--- src/rtl/spi_share_arbiter.sv ---
`default_nettype none
// ============================================================================
// Module   : spi_share_arbiter
// Purpose  : Round-robin scheduler that shares one single-lane SPI serializer
//            (trigger/ready handshake) between NREQ requesters. The winner's
//            word and bit count are latched, one trigger is fired, and the
//            serializer's ready line is tracked until the transfer completes.
// Ports    : iClk/iRst          clock, synchronous active-high reset
//            iReq/iReqData/iReqWidth  per-requester level request, word, width
//            oGrant/oDone       one-hot acceptance / completion pulses
//            oSel               index of current or last owner (CS mux)
//            oSpiTrig/oSpiData/oSpiWidth/iSpiReady  serializer handshake
//            oBusy              high whenever not IDLE
//            oTimeout           abort pulse (watchdog build only)
// Options  : define SPI_SHARE_ARB_TIMEOUT_EN to build the START/RUN watchdog.
// Revision : 1.0 - initial release
// ============================================================================
module spi_share_arbiter #(
   parameter int NREQ     = 4,
   parameter int MAXWIDTH = 128,
   parameter int GAP      = 2,
   parameter int TIMEOUT  = 1023
) (
   input  logic                       iClk,
   input  logic                       iRst,
   input  logic [NREQ-1:0]            iReq,
   input  logic [NREQ*MAXWIDTH-1:0]   iReqData,
   input  logic [NREQ*8-1:0]          iReqWidth,
   output logic [NREQ-1:0]            oGrant,
   output logic [NREQ-1:0]            oDone,
   output logic [((NREQ > 1) ? $clog2(NREQ) : 1)-1:0] oSel,
   output logic                       oSpiTrig,
   output logic [MAXWIDTH-1:0]        oSpiData,
   output logic [7:0]                 oSpiWidth,
   input  logic                       iSpiReady,
   output logic                       oBusy,
   output logic                       oTimeout
);

   localparam int SELW = (NREQ > 1) ? $clog2(NREQ) : 1;

   localparam logic [1:0] S_IDLE  = 2'd0;
   localparam logic [1:0] S_START = 2'd1;
   localparam logic [1:0] S_RUN   = 2'd2;
   localparam logic [1:0] S_GAP   = 2'd3;

   localparam logic [3:0] GAP_LD = 4'(GAP);
   localparam logic [7:0] WMAX   = (MAXWIDTH > 255) ? 8'd255 : 8'(MAXWIDTH);
   // State to enter after a transfer ends; GAP=0 skips the GAP state.
   localparam logic [1:0] S_AFTER = (GAP == 0) ? S_IDLE : S_GAP;

   // Elaboration-time parameter range checks.
   if (NREQ < 2 || NREQ > 8) begin : g_bad_nreq
      $error("spi_share_arbiter: NREQ must be 2..8");
   end
   if (GAP < 0 || GAP > 15) begin : g_bad_gap
      $error("spi_share_arbiter: GAP must be 0..15");
   end
   if (TIMEOUT < 1) begin : g_bad_timeout
      $error("spi_share_arbiter: TIMEOUT must be >= 1");
   end

   logic [1:0]          state, state_next;
   logic [SELW-1:0]     rr_ptr, winner, sel_r;
   logic                found, zero_w, arb_fire, xfer_done, xfer_abort, to_hit;
   logic [3:0]          gap_cnt;
   logic [7:0]          win_width;
   logic [NREQ-1:0]     win_onehot, sel_onehot;
   logic [NREQ-1:0]     grant_r, done_r, grant_nxt, done_nxt;
   logic                trig_r, trig_nxt;
   logic [MAXWIDTH-1:0] data_r;
   logic [7:0]          width_r;
   logic [SELW:0]       scan;

   logic [MAXWIDTH-1:0] req_data  [NREQ];
   logic [7:0]          req_width [NREQ];

   for (genvar k = 0; k < NREQ; k++) begin : g_unpack
      assign req_data[k]  = iReqData[k*MAXWIDTH +: MAXWIDTH];
      assign req_width[k] = iReqWidth[k*8 +: 8];
   end

   // Upward search with wrap starting at the round-robin pointer.
   always_comb begin
      found  = 1'b0;
      winner = '0;
      scan   = '0;
      for (int i = 0; i < NREQ; i++) begin
         scan = {1'b0, rr_ptr} + (SELW+1)'(i);
         if (scan >= (SELW+1)'(NREQ))
            scan = scan - (SELW+1)'(NREQ);
         if (!found && iReq[scan[SELW-1:0]]) begin
            found  = 1'b1;
            winner = scan[SELW-1:0];
         end
      end
   end

   assign zero_w    = (req_width[winner] == 8'd0);
   assign win_width = (req_width[winner] > WMAX) ? WMAX : req_width[winner];

   // State register (plus registered outputs and bookkeeping).
   always_ff @(posedge iClk) begin
      if (iRst) begin
         state   <= S_IDLE;
         rr_ptr  <= '0;
         gap_cnt <= '0;
         grant_r <= '0;
         done_r  <= '0;
         trig_r  <= 1'b0;
         sel_r   <= '0;
         data_r  <= '0;
         width_r <= '0;
      end else begin
         state   <= state_next;
         grant_r <= grant_nxt;
         done_r  <= done_nxt;
         trig_r  <= trig_nxt;
         if (arb_fire) begin
            sel_r   <= winner;
            data_r  <= req_data[winner];
            width_r <= win_width;
            rr_ptr  <= (winner == SELW'(NREQ-1)) ? '0 : winner + 1'b1;
         end
         // Load on entry to GAP, count down while in it.
         if (state_next == S_GAP && state != S_GAP)
            gap_cnt <= GAP_LD;
         else if (state == S_GAP)
            gap_cnt <= gap_cnt - 4'd1;
      end
   end

   // Next-state logic.
   always_comb begin
      state_next = state;
      arb_fire   = 1'b0;
      xfer_done  = 1'b0;
      xfer_abort = 1'b0;
      case (state)
         S_IDLE: begin
            // A serializer still shifting (e.g. after reset) blocks arbitration.
            if (iSpiReady && found) begin
               arb_fire   = 1'b1;
               state_next = zero_w ? S_AFTER : S_START;
            end
         end
         S_START: begin
            if (to_hit) begin
               xfer_abort = 1'b1;
               state_next = S_AFTER;
            end else if (!iSpiReady) begin
               state_next = S_RUN;
            end
         end
         S_RUN: begin
            if (iSpiReady) begin
               xfer_done  = 1'b1;
               state_next = S_AFTER;
            end else if (to_hit) begin
               xfer_abort = 1'b1;
               state_next = S_AFTER;
            end
         end
         S_GAP: begin
            if (gap_cnt <= 4'd1)
               state_next = S_IDLE;
         end
         default: state_next = S_IDLE;
      endcase
   end

   // Output logic: next values of the pulse outputs and the direct drives.
   always_comb begin
      win_onehot         = '0;
      win_onehot[winner] = 1'b1;
      sel_onehot         = '0;
      sel_onehot[sel_r]  = 1'b1;
      grant_nxt          = arb_fire ? win_onehot : '0;
      trig_nxt           = arb_fire && !zero_w;
      // A zero-width grant completes immediately with no trigger.
      if (arb_fire && zero_w)
         done_nxt = win_onehot;
      else if (xfer_done)
         done_nxt = sel_onehot;
      else
         done_nxt = '0;
   end

   assign oGrant    = grant_r;
   assign oDone     = done_r;
   assign oSel      = sel_r;
   assign oSpiTrig  = trig_r;
   assign oSpiData  = data_r;
   assign oSpiWidth = width_r;
   assign oBusy     = (state != S_IDLE);

`ifdef SPI_SHARE_ARB_TIMEOUT_EN
   localparam int TOW = (TIMEOUT > 1) ? $clog2(TIMEOUT) : 1;

   logic [TOW-1:0] to_cnt;
   logic           timeout_r;

   // Cleared when a transfer is granted (entry to START), counts in START/RUN.
   always_ff @(posedge iClk) begin
      if (iRst) begin
         to_cnt    <= '0;
         timeout_r <= 1'b0;
      end else begin
         timeout_r <= xfer_abort;
         if (arb_fire)
            to_cnt <= '0;
         else if (state == S_START || state == S_RUN)
            to_cnt <= to_cnt + 1'b1;
      end
   end

   assign to_hit   = (state == S_START || state == S_RUN) &&
                     (to_cnt == TOW'(TIMEOUT - 1));
   assign oTimeout = timeout_r;
`else
   assign to_hit   = 1'b0;
   assign oTimeout = 1'b0;
`endif

endmodule
`default_nettype wire

--- config.mk ---
export PLATFORM = sky130hd
export DESIGN_NAME = spi_share_arbiter
export DESIGN_NICKNAME = d
export VERILOG_FILES = /design/src/rtl/spi_share_arbiter.sv
export SDC_FILE = /design/constraint.sdc
export NUM_CORES = 1
export LEC_CHECK = 0
export CAP_MARGIN = 20
export CORE_AREA = 2 2 276 278
export CTS_CLUSTER_DIAMETER = 200
export DETAILED_ROUTE_END_ITERATION = 8
export DIE_AREA = 0 0 278 280
export GPL_ROUTABILITY_DRIVEN = 1
export PLACE_DENSITY = 0.34
export SYNTH_ARGS = -nofsm -noshare
export SYNTH_HDL_FRONTEND = slang
export SYNTH_SLANG_ARGS = --single-unit
--- constraint.sdc ---
create_clock -name iClk -period 3.3 [get_ports iClk]
set_input_delay 0.66 -clock iClk [delete_from_list [all_inputs] [get_ports iClk]]
set_output_delay 0.66 -clock iClk [all_outputs]
set_load 0.005 [all_outputs]
# --- Word level (Yosys, flattened, before mapping) ---
# Index checks and enable logic that the tools add are counted.
op_classes:
  addsub: 9
  multipliers: 0
  n_div: 0
  magnitude_cmp: 15
  n_eq_ne: 6
  shifts: 0
  muxes: 46
  n_bitwise: 2
  reduce_logical: 19
ops:
  columns: ["op", "n"]
  rows:
  - ["binary-select mux 128 bit (select 2 bit)", 1]
  - ["2-to-1 mux 128 bit", 2]
  - ["2-to-1 mux 2 bit", 16]
  - ["2-to-1 mux 8 bit", 3]
  - ["less-than comparator 2 x 3 -> 1 bit (second input constant)", 6]
  - ["binary-select mux 8 bit (select 2 bit)", 1]
  - ["2-to-1 mux 1 bit", 14]
  - ["greater-or-equal comparator 3 bit (second input constant)", 4]
  - ["logical AND 1 bit", 9]
  - ["binary-select mux 1 bit (select 2 bit)", 4]
  - ["== test 2 bit (second input constant)", 4]
  - ["> comparator 8 bit (second input constant)", 1]
  - ["logical NOT 8 bit", 1]
  - ["2-to-1 mux 4 bit", 2]
  - ["case mux 2 bit (4 select lines)", 1]
  - ["subtractor 2 x 1 -> 2 bit (second input constant)", 4]
  - ["adder 2 x 2 -> 3 bit (second input constant)", 2]
  - ["demux 1 bit (select 2 bit)", 2]
  - ["greater-or-equal comparator 2 x 1 -> 1 bit (second input constant)", 2]
  - ["<= comparator 4 x 1 -> 1 bit (second input constant)", 1]
  - ["logical NOT 1 bit", 4]
  - ["nonzero test 2 bit", 2]
  - ["OR reduction 2 bit", 2]
  - ["subtractor 4 x 1 -> 4 bit (second input constant)", 1]
  - ["8 further kinds", 8]
totals:
  regBits: 155
  latch_bits: 0
  ram_bits: 0
  rom_bits: 0
  input_bits: 551
  out_inout_bits: 149
  wordCells: 107
  memories: 0

# --- Logic depth before layout (Yosys ltp) ---
logic_depth:
  ltp_word: 25
  ltp_mapped: 13
  ltp_nobuf: 8

# --- Least setup slack after synthesis ---
# No wires, ideal clock.
synth_timing:
  kind: "input port to flip-flop"
  startpoint: "in iReq[2]"
  endpoint: "reg gap_cnt[0]"
  t_arrival_ns: 2.657
  required_ns: 3.165
  setup_slack_ns: 0.507
  stages: 11
  path_buffers: 4
  path_cell_list: "nor2b_2 -> or4b_1 -> buf_2 -> and2_4 -> buf_6 -> buf_6 -> a211oi_2 -> o22a_1 -> nor4bb_1 -> buf_4 -> a211oi_1"
synth_via:
  elab_chain_cells: 23
  elab_cells_between_ends: 34
  classes_between: "eq/ne (1); mux (22); bitwise (1); reduce/logical (10)"
synth_rtl:
  columns: ["item", "line", "source"]
  rows:
  - ["start: declaration", "26", "input logic [NREQ-1:0] iReq,"]
  - ["binary-select mux 1 bit (select 2 bit)", "92", "if (!found && iReq[scan[SELW-1:0]]) begin"]
  - ["2-to-1 mux 1 bit (not written as such)", "92", null]
  - ["2-to-1 mux 1 bit", "92", null]
  - ["logical NOT 1 bit", "92", null]
  - ["logical AND 1 bit", "92", null]
  - ["2-to-1 mux 1 bit", "92", null]
  - ["logical NOT 1 bit", "92", null]
  - ["logical AND 1 bit", "92", null]
  - ["[... 6 more ...]", null, null]
  - ["2-to-1 mux 8 bit (not written as such) (2 in a row)", "99", "assign zero_w = (req_width[winner] == 8'd0);"]
  - ["logical NOT 8 bit", "99", null]
  - ["2-to-1 mux 2 bit", "144", "state_next = zero_w ? S_AFTER : S_START;"]
  - ["2-to-1 mux 2 bit *", "142", "if (iSpiReady && found) begin"]
  - ["case mux 2 bit (4 select lines) *", "139", "case (state)"]
  - ["== test 2 bit *", "126", "if (state_next == S_GAP && state != S_GAP)"]
  - ["logical AND 1 bit *", "126", null]
  - ["OR reduction 2 bit (no line) *", null, null]
  - ["end signal: assignment", "129", "gap_cnt <= gap_cnt - 4'd1;"]
  - ["end: declaration", "66", "logic [3:0] gap_cnt;"]
# Every way passes the cells marked *; elsewhere a longest branch is shown, timed or not. The select of a mux whose other input is x is not followed.
# A chain may end at the register's enable or synchronous reset.

# --- Final worst setup path ---
layout_timing:
  startpoint: "in iReq[0]"
  endpoint: "reg gap_cnt[0]"
# The elaborated chain is that of the path after synthesis.

==> impl_results.md <==
- Clock network latency to the later pin of the worst-skew pair: 500 ps
- Startpoint type of the worst setup path: input port
- Leading cell type in the layout, fill and taps excluded: clkdlybuf4s50_1
- Number of distinct library cells after synthesis: 49
- Number of routed nets with antenna violations: 0
- Area fraction of the dominant cell type after synthesis: 32.6%
- Area occupied by multi-input gates: between 5000 and 6000 µm²
- Utilization after layout: 24.8%
- Main synth FF type: dfxtp_1
- Setup violation total in the final timing report: 0
- Cell type contributing the most total cell area after synthesis: dfxtp_1
- Number of endpoints with negative hold slack in the final report: 0
- Number of nets in the layout: 2696
- Highest-count cells in the layout ignoring fill and taps: 697 x clkdlybuf4s50_1, 579 x nand2_1, 269 x nand3_1
- Htree depth: 4
- Layout Skew: 19.2 ps
- Number of DRC violations after detailed-routing iteration 0: 459
- Max-Slew Margin vs Limit: 44.5%
- Worst path bufs/invs: 4
- Status: complete, no violations
- Vias in the first global route: 13267
- Combinational family with the most area after synthesis: simple AND/OR/NAND/NOR gates
- Post-route cell area: 18600 µm²
- Standby leakage power: 7.29 nW
- Post-detailed-route DRC marker count: 0
- Crit-path leading delay family: compound AO/OA/AOI/OAI gates
- Average wire per cell in the routed design: around 19 µm
- Router iterations before antenna repair: 4
- Port buffer count: 698
- Weighted congestion reported at the end of routability-driven placement: about 0.84
- Sink count of the clock tree: roughly 160
- Gate count of the mapped netlist: 1474
- TritonCTS clock tree: built
- Largest net degree at the start of global routing: 71
- Final worst-path cycle share: between 90% and 100%
- IR drop worst, VDD: roughly 0.00022 V
- Total number of vias: 12699
- Multiplexer fraction of the synthesized cell area: 4.74%
- Die outline height: between 200 and 300 µm
- Cell area power density: 395 nW/µm²
- Data required time at the worst endpoint: 3660 ps
- GRT Total Usage: 15.2%
- Overflow after GRT: 0
- Reg-to-reg slack, setup: 620 ps
- Fraction of the mapped netlist area in adder cells: 0.789%
- Signal arrival time at the worst endpoint: ~3400 ps
- Post-synthesis register bit count: roughly 160
- Worst Setup Slack, final: 259 ps
- Cell with the largest stage delay on the worst path: clkdlybuf4s50_1
- Syn-to-layout area delta: 95.7%
- Post-detailed-route via-to-cell ratio: 4.05
- Min Tclk post-route: 3040 ps
- Kind of path behind the tightest hold check: reg2reg
- Xor/xnor share of the synthesized area: less than 1%
- Cell breakdown of the critical path: clkdlybuf4s50_1 > buf_4 > nand2_1 > a211o_1 > a221oi_1 > a32oi_1 > nor4_2 > buf_4 > nor4bb_2 > buf_4 > a211oi_1
- Global-route wire length before repair: 87900 µm
- Footprint of the flip-flops and latches: ~3100 µm²
- Synthesized area per cell: between 6 and 7 µm²
- Number of antenna violations at the first check in global routing: 6
- Detailed-placement wirelength estimate: 47000 µm
- Share of synthesized area occupied by flip-flops and latches: 32.6%
- Largest fanout of any net on the critical path: 8
- Core Footprint: 75200 µm²
- Placed inst area: 18100 µm²
- Total negative slack for setup checks: 0 ps
- Buffer depth of the longest clock path: 2
- Synthesis Warnings: 0
- Total of fill cells in the finished design: between 8000 and 9000
- Worst Tran Pin Value: 833 ps
- Area fraction in and, or, nand and nor cells after synthesis: between 30% and 40%
- Maxcap violations: 0
- Cell chosen for the clock root: clkbuf_16
- Post-Route WL: around 61000 µm
- Post-Place Worst Slack: -360 ps
- EDFF count, synth: 0
- Largest stage delay, worst path: 490 ps
- Synthesized net count: 2031
- CTS buffer count: 17
- RSZ-0062 raised after global routing: no
- Compound-Gate Fraction of Synth Area: 15.4%
- Synth top area cells: dfxtp_1 33%, nand2_1 23%, nand3_1 14%
- Die Width: between 200 and 300 µm
- Layout cell share with drive strength beyond 1: 6.13%
- Critical path class: in2reg
- Library cell appearing most often on the critical path: buf_4
- Final max-slew violation count: 0
- Post-CTS setup-driven buffer insertion count: 0
- Share of flip-flops with an asynchronous set or reset after synthesis: 0%
- Setup crit end kind: flop
- Starting density of the core: 12.6%
- Post-Syn Area: 9510 µm²
- I/O pin cnt: 700
- Clock slew seen by the registers of the worst setup and hold paths: around 70 ps
- Max Freq: about 0.33 GHz
- Floorplan die area: 77800 µm²
- Num rows: 101
per-stage QoR:
stage | total power, W | hold slack (ps) | cells
global route | 0.00788 | 467 | 3135
detailed placement | 0.00548 | 445 | 3098
CTS | 0.00756 | 455 | 3130
global placement | 0.00548 | 443 | 3098
floorplan | 0.00358 | 448 | 1474
finish | 0.00736 | 450 | 3135
sequential cells by signal, indices dropped and copies added (netlist names), 2 cells and up:
signal	cells
oSpiWidth	8
gap_cnt	4
oGrant	4
oSpiData	128
oSel	2
rr_ptr	2
oDone	4
state	2
worst reg2reg max path: stages, from the launching register on:
cell,delay (ps)
dfxtp_1,410
nor2b_2,80
or4b_1,600
buf_4,210
nand3_1,80
a32oi_1,130
nor4_2,320
buf_4,170
nor4bb_2,260
buf_4,210
a211oi_1,80
routing by layer:
metal / GRT usage [%] / routed length (µm)
met1: 16.9 / 24300
met2: 26.6 / 30300
met3: 5.05 / 4350
met4: 5.86 / 1660
met5: 0 / 13
cell families after synthesis:
group                      after synthesis
adders and majority gates                6
buffers and inverters                  144
muxes                                   45
xor gates and xnor gates                 2
DFF                                    155
AOI/OAI and AO/OA                      228
and+or+nand+nor                        893
other                                    1
area by class of cell:
type	count	share of cell area, %
antenna	5	0.0672
clock buffer	18	2.31
clock inverter	14	0.612
inverter	13	0.302
multi-input combinational	1175	31.5
sequential	155	16.7
tap	978	6.57
timing repair buffer	777	42.0
synthesized netlist by cell type (3+ instances only):
cell type  number
inv_1          12
a32oi_1         5
clkbuf_1       86
mux2i_1        45
nor2b_1         4
and2_1          5
nor2_1         12
a21bo_2         4
nand2_1       581
nor4_1          7
buf_6           3
buf_1          12
o211a_1         3
o22ai_1        45
a21oi_1       100
o21ai_0         4
buf_2          28
o2bb2ai_1       3
nand3_1       269
ha_1            6
a221oi_1        4
nor3b_1         4
dfxtp_1       155
a22oi_1        47
power by group:
| part | internal [W] | switching (W) |
|---|---|---|
| clock | 0.000976 | 0.00101 |
| combinational | 0.00164 | 0.00155 |
| sequential | 0.00207 | 0.000113 |
| total | 0.00468 | 0.00267 |
repair_timing:
action / 4_1_cts / 5_1_grt
endpoints found under the hold margin: 0 / 0
setup endpoints to repair: 0 / 2
gates resized for setup: 0 / 1
hold buffers: 0 / 0
path summary, 6_finish.rpt:
check,to,from,cells past startpoint
worst max-delay path,gap_cnt[0],iReq[0],11
worst min register to register,oSpiWidth[3],oSpiWidth[3],2
worst max register to register,gap_cnt[0],rr_ptr[0],10
worst min-delay path,oSpiWidth[3],oSpiWidth[3],2
Note: power is estimated with default switching activity, not from simulation.
==> RTL edit 1, RTL diff (same flow settings) <==
Change the parameter `NREQ` from 4 to 2.
--- a/src/rtl/spi_share_arbiter.sv
+++ b/src/rtl/spi_share_arbiter.sv
@@ -16,7 +16,7 @@
 // Revision : 1.0 - initial release
 // ============================================================================
 module spi_share_arbiter #(
-   parameter int NREQ     = 4,
+   parameter int NREQ     = 2,
    parameter int MAXWIDTH = 128,
    parameter int GAP      = 2,
    parameter int TIMEOUT  = 1023
Ports: changed (6 resized); port bits go from 700 to 421. The function was not compared with the original's and may differ.
==> RTL edit 1 against the unedited design <==
Synthesized area is 40% lower; synthesized cell count is 62% lower; hold slack hardly changed; sequential power is 9% lower; sequential cell count is 6 lower; routed wire length is 51% lower; clock skew hardly changed; design area is 37% lower; setup slack better by 0.54 ns; clock power is 17% higher; total power is 26% lower; global-route usage is 7.7 points lower; critical path type unchanged; largest cell class unchanged.
==> RTL edit 1: results (changes against the unedited design) <==
stage;metric;value;unit;change
status;status;finished, final reports clean;;unchanged
routing;WL met3;2984;µm;was 4347 µm
routing;DRT Wirelength;29790;µm;was 60640 µm
worst_setup_path;crit path max-delay cell type;clkdlybuf4s50_1;;unchanged
global_route;first-pass GRT wire length;43570;µm;was 87920 µm
cells_and_area;layout cell share with drive strength beyond 1;0.05694;;was 0.06134
cells_and_area;Antenna Cells;0;;was 5
place;GPL Wtd Cong;0.7027;;was 0.8432
logic_synthesis;syn nets;845;;was 2031
logic_synthesis;ys async rst share;0;;unchanged
worst_setup_path;crit path max fanout;37;;was 8
timing;Worst-Margin Slew;0.6095;ns;was 0.8327 ns
logic_synthesis;commonest cells in the synthesized netlist;dfxtp_1 (149), nor2_1 (132), a222oi_1 (128);;was nand2_1 (581), nand3_1 (269), dfxtp_1 (155)
logic_synthesis;Post-synth EDFFs;0;;unchanged
routing;DR pass1 iterations;7;;was 4
routing;WL met2;14460;µm;was 30310 µm
logic_synthesis;Seq/Total Area, Yosys;0.5204;;was 0.3263
clocking;clock latency on the worst-skew pair;0.48;ns;was 0.50 ns
clocking;Num CTS Buffers;17;;unchanged
global_route;initial antenna violation count;0;;was 6
clocking;clock-pin slew on the worst setup and hold paths;0.07;ns;about the same
clocking;post-CTS setup buffers;0;;unchanged
clocking;clk buf depth;2;;unchanged
cells_and_area;FILL cells;8379;;was 8268
clocking;post-CTS sizing;0;;unchanged
worst_setup_path;crit path DAT;2.84;ns;was 3.40 ns
logic_synthesis;synth warn;0;;unchanged
routing;Via density;3.351;;was 4.051
global_route;number of global-route vias before repair;6761;;was 13270
logic_synthesis;number of distinct library cells after synthesis;42;;was 49
global_route;Total GRT Usage;0.07518;;was 0.1519
min_path;worst hold path type;flip-flop to flip-flop;;unchanged
worst_setup_path;Crit path largest cell delay;0.55;ns;was 0.49 ns
clocking;CTS H-Tree Depth;4;;unchanged
clocking;root buf cell;clkbuf_16;;unchanged
power;leakage power;0.003977;µW;was 0.007292 µW
worst_setup_path;delay-heaviest family, CP;buffers and inverters;;was compound AO/OA/AOI/OAI gates
routing;iteration-0 DRC count of the detailed router;609;;was 459
cells_and_area;number of flip-flops in the largest register;128;;unchanged
logic_synthesis;commonest register cell after synthesis;dfxtp_1;;unchanged
place;DP Wirelength;21060;µm;was 47010 µm
timing;Worst Skew;0.01878;ns;was 0.01919 ns
routing;top layer in use;met4;;was met5
logic_synthesis;Synth area leaders;dfxtp_1 (52%), a222oi_1 (22%), nor2_1 (8.6%);;was dfxtp_1 (33%), nand2_1 (23%), nand3_1 (14%)
power;Max VDD drop;0.2601;mV;was 0.2219 mV
routing;Metal-1 WL;11680;µm;was 24310 µm
global_route;largest net degree at the start of global routing;89;;was 71
place;I/O Buffers;419;;was 698
cells_and_area;# nets final;1233;;was 2696
-- RTL edit 1: cell types whose count changed after synthesis, sizes merged, moves of 47 or more --
| cell | unedited run | this run |
|---|---|---|
| clkbuf | 86 | 30 |
| nand2 | 581 | 7 |
| a21oi | 100 | 13 |
| a22oi | 47 | 0 |
| nand3 | 269 | 2 |
| nor2 | 13 | 132 |
| a222oi | 0 | 128 |
-- RTL edit 1: final timing paths --
kind / from / to / slack (ns) / depth (start not counted)
setup / recovery: iSpiReady / oSpiData[98]$_SDFFE_PP0P_ / 0.80 / 6
hold / removal: oSpiWidth[5]$_SDFFE_PP0P_ / oSpiWidth[5]$_SDFFE_PP0P_ / 0.45 / 2
setup reg to reg: state[0]$_SDFF_PP0_ / oSpiData[98]$_SDFFE_PP0P_ / 1.13 / 5
hold reg to reg: oSpiWidth[5]$_SDFFE_PP0P_ / oSpiWidth[5]$_SDFFE_PP0P_ / 0.45 / 2
-- RTL edit 1: power by group --
group          switching, µW  internal [µW]  leakage, µW
sequential              75.3           1930      0.00122
combinational            432            687      0.00244
clock                    901           1420     0.000322
total                   1410           4030      0.00398
-- RTL edit 1: cells by family after synthesis --
| group | Yosys count | share of synthesized area |
|---|---|---|
| other | 1 | 0.0006543 |
| XOR/XNOR | 3 | 0.004585 |
| adder cells (fa/ha/maj) | 3 | 0.006112 |
| multiplexers | 2 | 0.003493 |
| buffers and inverters | 70 | 0.06396 |
| AND/OR/NAND/NOR | 169 | 0.1249 |
| flip-flops | 149 | 0.5204 |
| AO/OA/AOI/OAI | 169 | 0.2759 |
-- RTL edit 1: metal layers --
metal	vias to the layer above	global-route usage
met2	330	0.1237
met3	31	0.03714
met1	3112	0.08283
met5	-	0
li1	3042	-
met4	0	0.02952
-- RTL edit 1: final cells by class --
type,instances,area [µm²],share of cell area
flip-flops and latches,149,2983,0.2554
clock buffers,19,432.9,0.03706
repair buffers,435,4399,0.3766
clock inverters,12,225.2,0.01928
well taps,978,1224,0.1048
multi-input cells,347,2402,0.2057
inverters,4,15.01,0.001285
-- RTL edit 1: worst register-to-register path, stage by stage (launching register included) --
cell	delay [ns]
dfxtp_1	0.40
or3b_4	0.48
a21o_4	0.33
buf_4	0.34
a222oi_1	0.43
nor2_1	0.07
-- RTL edit 1: through the flow --
stage          setup slack, ns  hold WS [ns]  utilization  instance area (µm²)  cells
3_3_place_gp            0.3197        0.4416       0.1466                11020   1913
4_1_cts                 0.8326        0.4539       0.1554                11680   1944
2_1_floorplan            1.206        0.4483            -                 5732    566
5_1_grt                 0.6729        0.4683       0.1554                11680   1944
3_5_place_dp            0.2990        0.4439       0.1466                11020   1913
6_report                0.8035        0.4500       0.1554                11680   1944
==> RTL edit 2, RTL diff (same flow settings) <==
Without the edit above. Build with the macro `SPI_SHARE_ARB_TIMEOUT_EN` defined.
--- a/src/rtl/spi_share_arbiter.sv
+++ b/src/rtl/spi_share_arbiter.sv
@@ -15,6 +15,8 @@
 // Options  : define SPI_SHARE_ARB_TIMEOUT_EN to build the START/RUN watchdog.
 // Revision : 1.0 - initial release
 // ============================================================================
+`define SPI_SHARE_ARB_TIMEOUT_EN
+
 module spi_share_arbiter #(
    parameter int NREQ     = 4,
    parameter int MAXWIDTH = 128,
Check against the original RTL: not settled (the Yosys comparison gave no result); the edit may change what the design does.
==> RTL edit 2 against the unedited design <==
Design area increased by 5.8%; total power rose by 23%; setup slack got worse by 0.046 ns; register-to-register slack got worse by 0.13 ns; count of clock-buffer cells in the layout stayed put; clock power increased by 8%; synthesized area grew 8.8%; routed wire length up 7.6%; critical path depth up 1; via count increased by 7.4%; sequential cell count rose by 11.
==> RTL edit 2: results (changes against the unedited design) <==
stage;metric;value;unit;change
status;status;finished, final reports clean;;unchanged
global_route;largest net degree at the start of global routing;125;;was 71
place;DP Wirelength;51560;µm;was 47010 µm
routing;Via density;4.192;;was 4.051
power;leakage power;0.007938;µW;was 0.007292 µW
worst_setup_path;crit path max fanout;29;;was 8
cells_and_area;FILL cells;8285;;was 8268
power;Max VDD drop;0.2671;mV;was 0.2219 mV
logic_synthesis;commonest cells in the synthesized netlist;nand2_1 (545), dfxtp_1 (166), nor2_1 (154);;was nand2_1 (581), nand3_1 (269), dfxtp_1 (155)
place;GPL Wtd Cong;0.8900;;was 0.8432
timing;Worst-Margin Slew;0.6924;ns;was 0.8327 ns
clocking;post-CTS setup buffers;0;;unchanged
cells_and_area;layout cell share with drive strength beyond 1;0.07288;;was 0.06134
global_route;first-pass GRT wire length;92730;µm;was 87920 µm
timing;Worst Skew;0.01757;ns;was 0.01919 ns
clocking;clock-pin slew on the worst setup and hold paths;0.08;ns;
global_route;initial antenna violation count;18;;was 6
worst_setup_path;Worst Reg2Reg Path Length in Cells;11;;was 10
place;placed instance area;19080;µm²;was 18050 µm²
logic_synthesis;Synth area leaders;dfxtp_1 (32%), nand2_1 (20%), a311oi_1 (11%);;was dfxtp_1 (33%), nand2_1 (23%), nand3_1 (14%)
logic_synthesis;ys async rst share;0;;unchanged
min_path;Hold Path Stages;2;;unchanged
global_route;Total GRT Usage;0.1612;;was 0.1519
logic_synthesis;number of distinct library cells after synthesis;53;;was 49
clocking;root buf cell;clkbuf_16;;unchanged
clocking;CTS H-Tree Depth;4;;unchanged
cells_and_area;# nets final;2815;;was 2696
global_route;number of global-route vias before repair;14180;;was 13270
place;I/O Buffers;699;;was 698
cells_and_area;final core utilization;0.2618;;was 0.2475
clocking;Num CTS Buffers;17;;unchanged
logic_synthesis;synth warn;0;;unchanged
logic_synthesis;Seq/Total Area, Yosys;0.3212;;was 0.3263
clocking;clk buf depth;2;;unchanged
routing;iteration-0 DRC count of the detailed router;472;;was 459
min_path;worst hold path type;flip-flop to flip-flop;;unchanged
clocking;clock latency on the worst-skew pair;0.49;ns;
routing;DR pass1 iterations;5;;was 4
cells_and_area;number of flip-flops in the largest register;128;;unchanged
worst_setup_path;crit path DAT;3.50;ns;was 3.40 ns
logic_synthesis;syn nets;2125;;was 2031
clocking;post-CTS sizing;0;;unchanged
routing;Routed WL per cell;20.06;µm;was 19.34 µm
[RTL edit 2: per-stage QoR]
stage | power [µW] | worst slack, ns | instances
after floorplan | 4499 | 0.2447 | 1561
after global placement | 7079 | -0.3439 | 3210
after detailed placement | 7069 | -0.3315 | 3210
after CTS | 9307 | 0.2031 | 3242
after global routing | 9749 | 0.09616 | 3248
final | 9087 | 0.2133 | 3252
[RTL edit 2: kinds of logic after synthesis]
logic type                 share of synthesized area
AOI/OAI and AO/OA                             0.2140
xor gates and xnor gates                    0.007620
adders and majority gates                    0.01572
buffers and inverters                        0.06338
DFF                                           0.3212
muxes                                       0.005321
and+or+nand+nor                               0.3728
[RTL edit 2: worst max-delay path, stage by stage]
cell and delay [ns]:
clkdlybuf4s50_1 0.44, nor2b_1 0.16, or4b_4 0.62, and2_4 0.23, inv_8 0.12, buf_12 0.23
buf_4 0.22, nand2_1 0.06, and3_1 0.16, a311oi_1 0.39, a21oi_1 0.08, nor2_1 0.09
[RTL edit 2: final cells by class]
class | count | share of cell area
Multi-Input combinational cell | 1239 | 0.3246
Clock inverter | 14 | 0.007118
Timing Repair Buffer | 814 | 0.4108
Antenna cell | 10 | 0.001271
Tap cell | 978 | 0.06216
Inverter | 13 | 0.002987
Sequential cell | 166 | 0.1688
Clock buffer | 18 | 0.02231
[RTL edit 2: metal layers]
| metal | part of all wire | GRT usage |
|---|---|---|
| met1 | 0.38 | 0.1692 |
| met2 | 0.52 | 0.2948 |
| met3 | 0.075 | 0.06037 |
| met4 | 0.023 | 0.05405 |
| met5 | 0.0024 | 0 |
[RTL edit 2: worst paths after layout]
kind / from / end / slack, ns
worst max-delay path: iReq[0] / oSpiData[58]$_SDFFE_PP0P_ / 0.21
worst min register to register: oSpiWidth[7]$_SDFFE_PP0P_ / oSpiWidth[7]$_SDFFE_PP0P_ / 0.46
worst max register to register: rr_ptr[0]$_SDFFE_PP0P_ / oSpiData[58]$_SDFFE_PP0P_ / 0.49
worst min-delay path: oSpiWidth[7]$_SDFFE_PP0P_ / oSpiWidth[7]$_SDFFE_PP0P_ / 0.46
[RTL edit 2: power by group]
group | switching [µW] | internal, µW
Clock | 1050 | 1080
Combinational | 2240 | 2220
Sequential | 188 | 2310
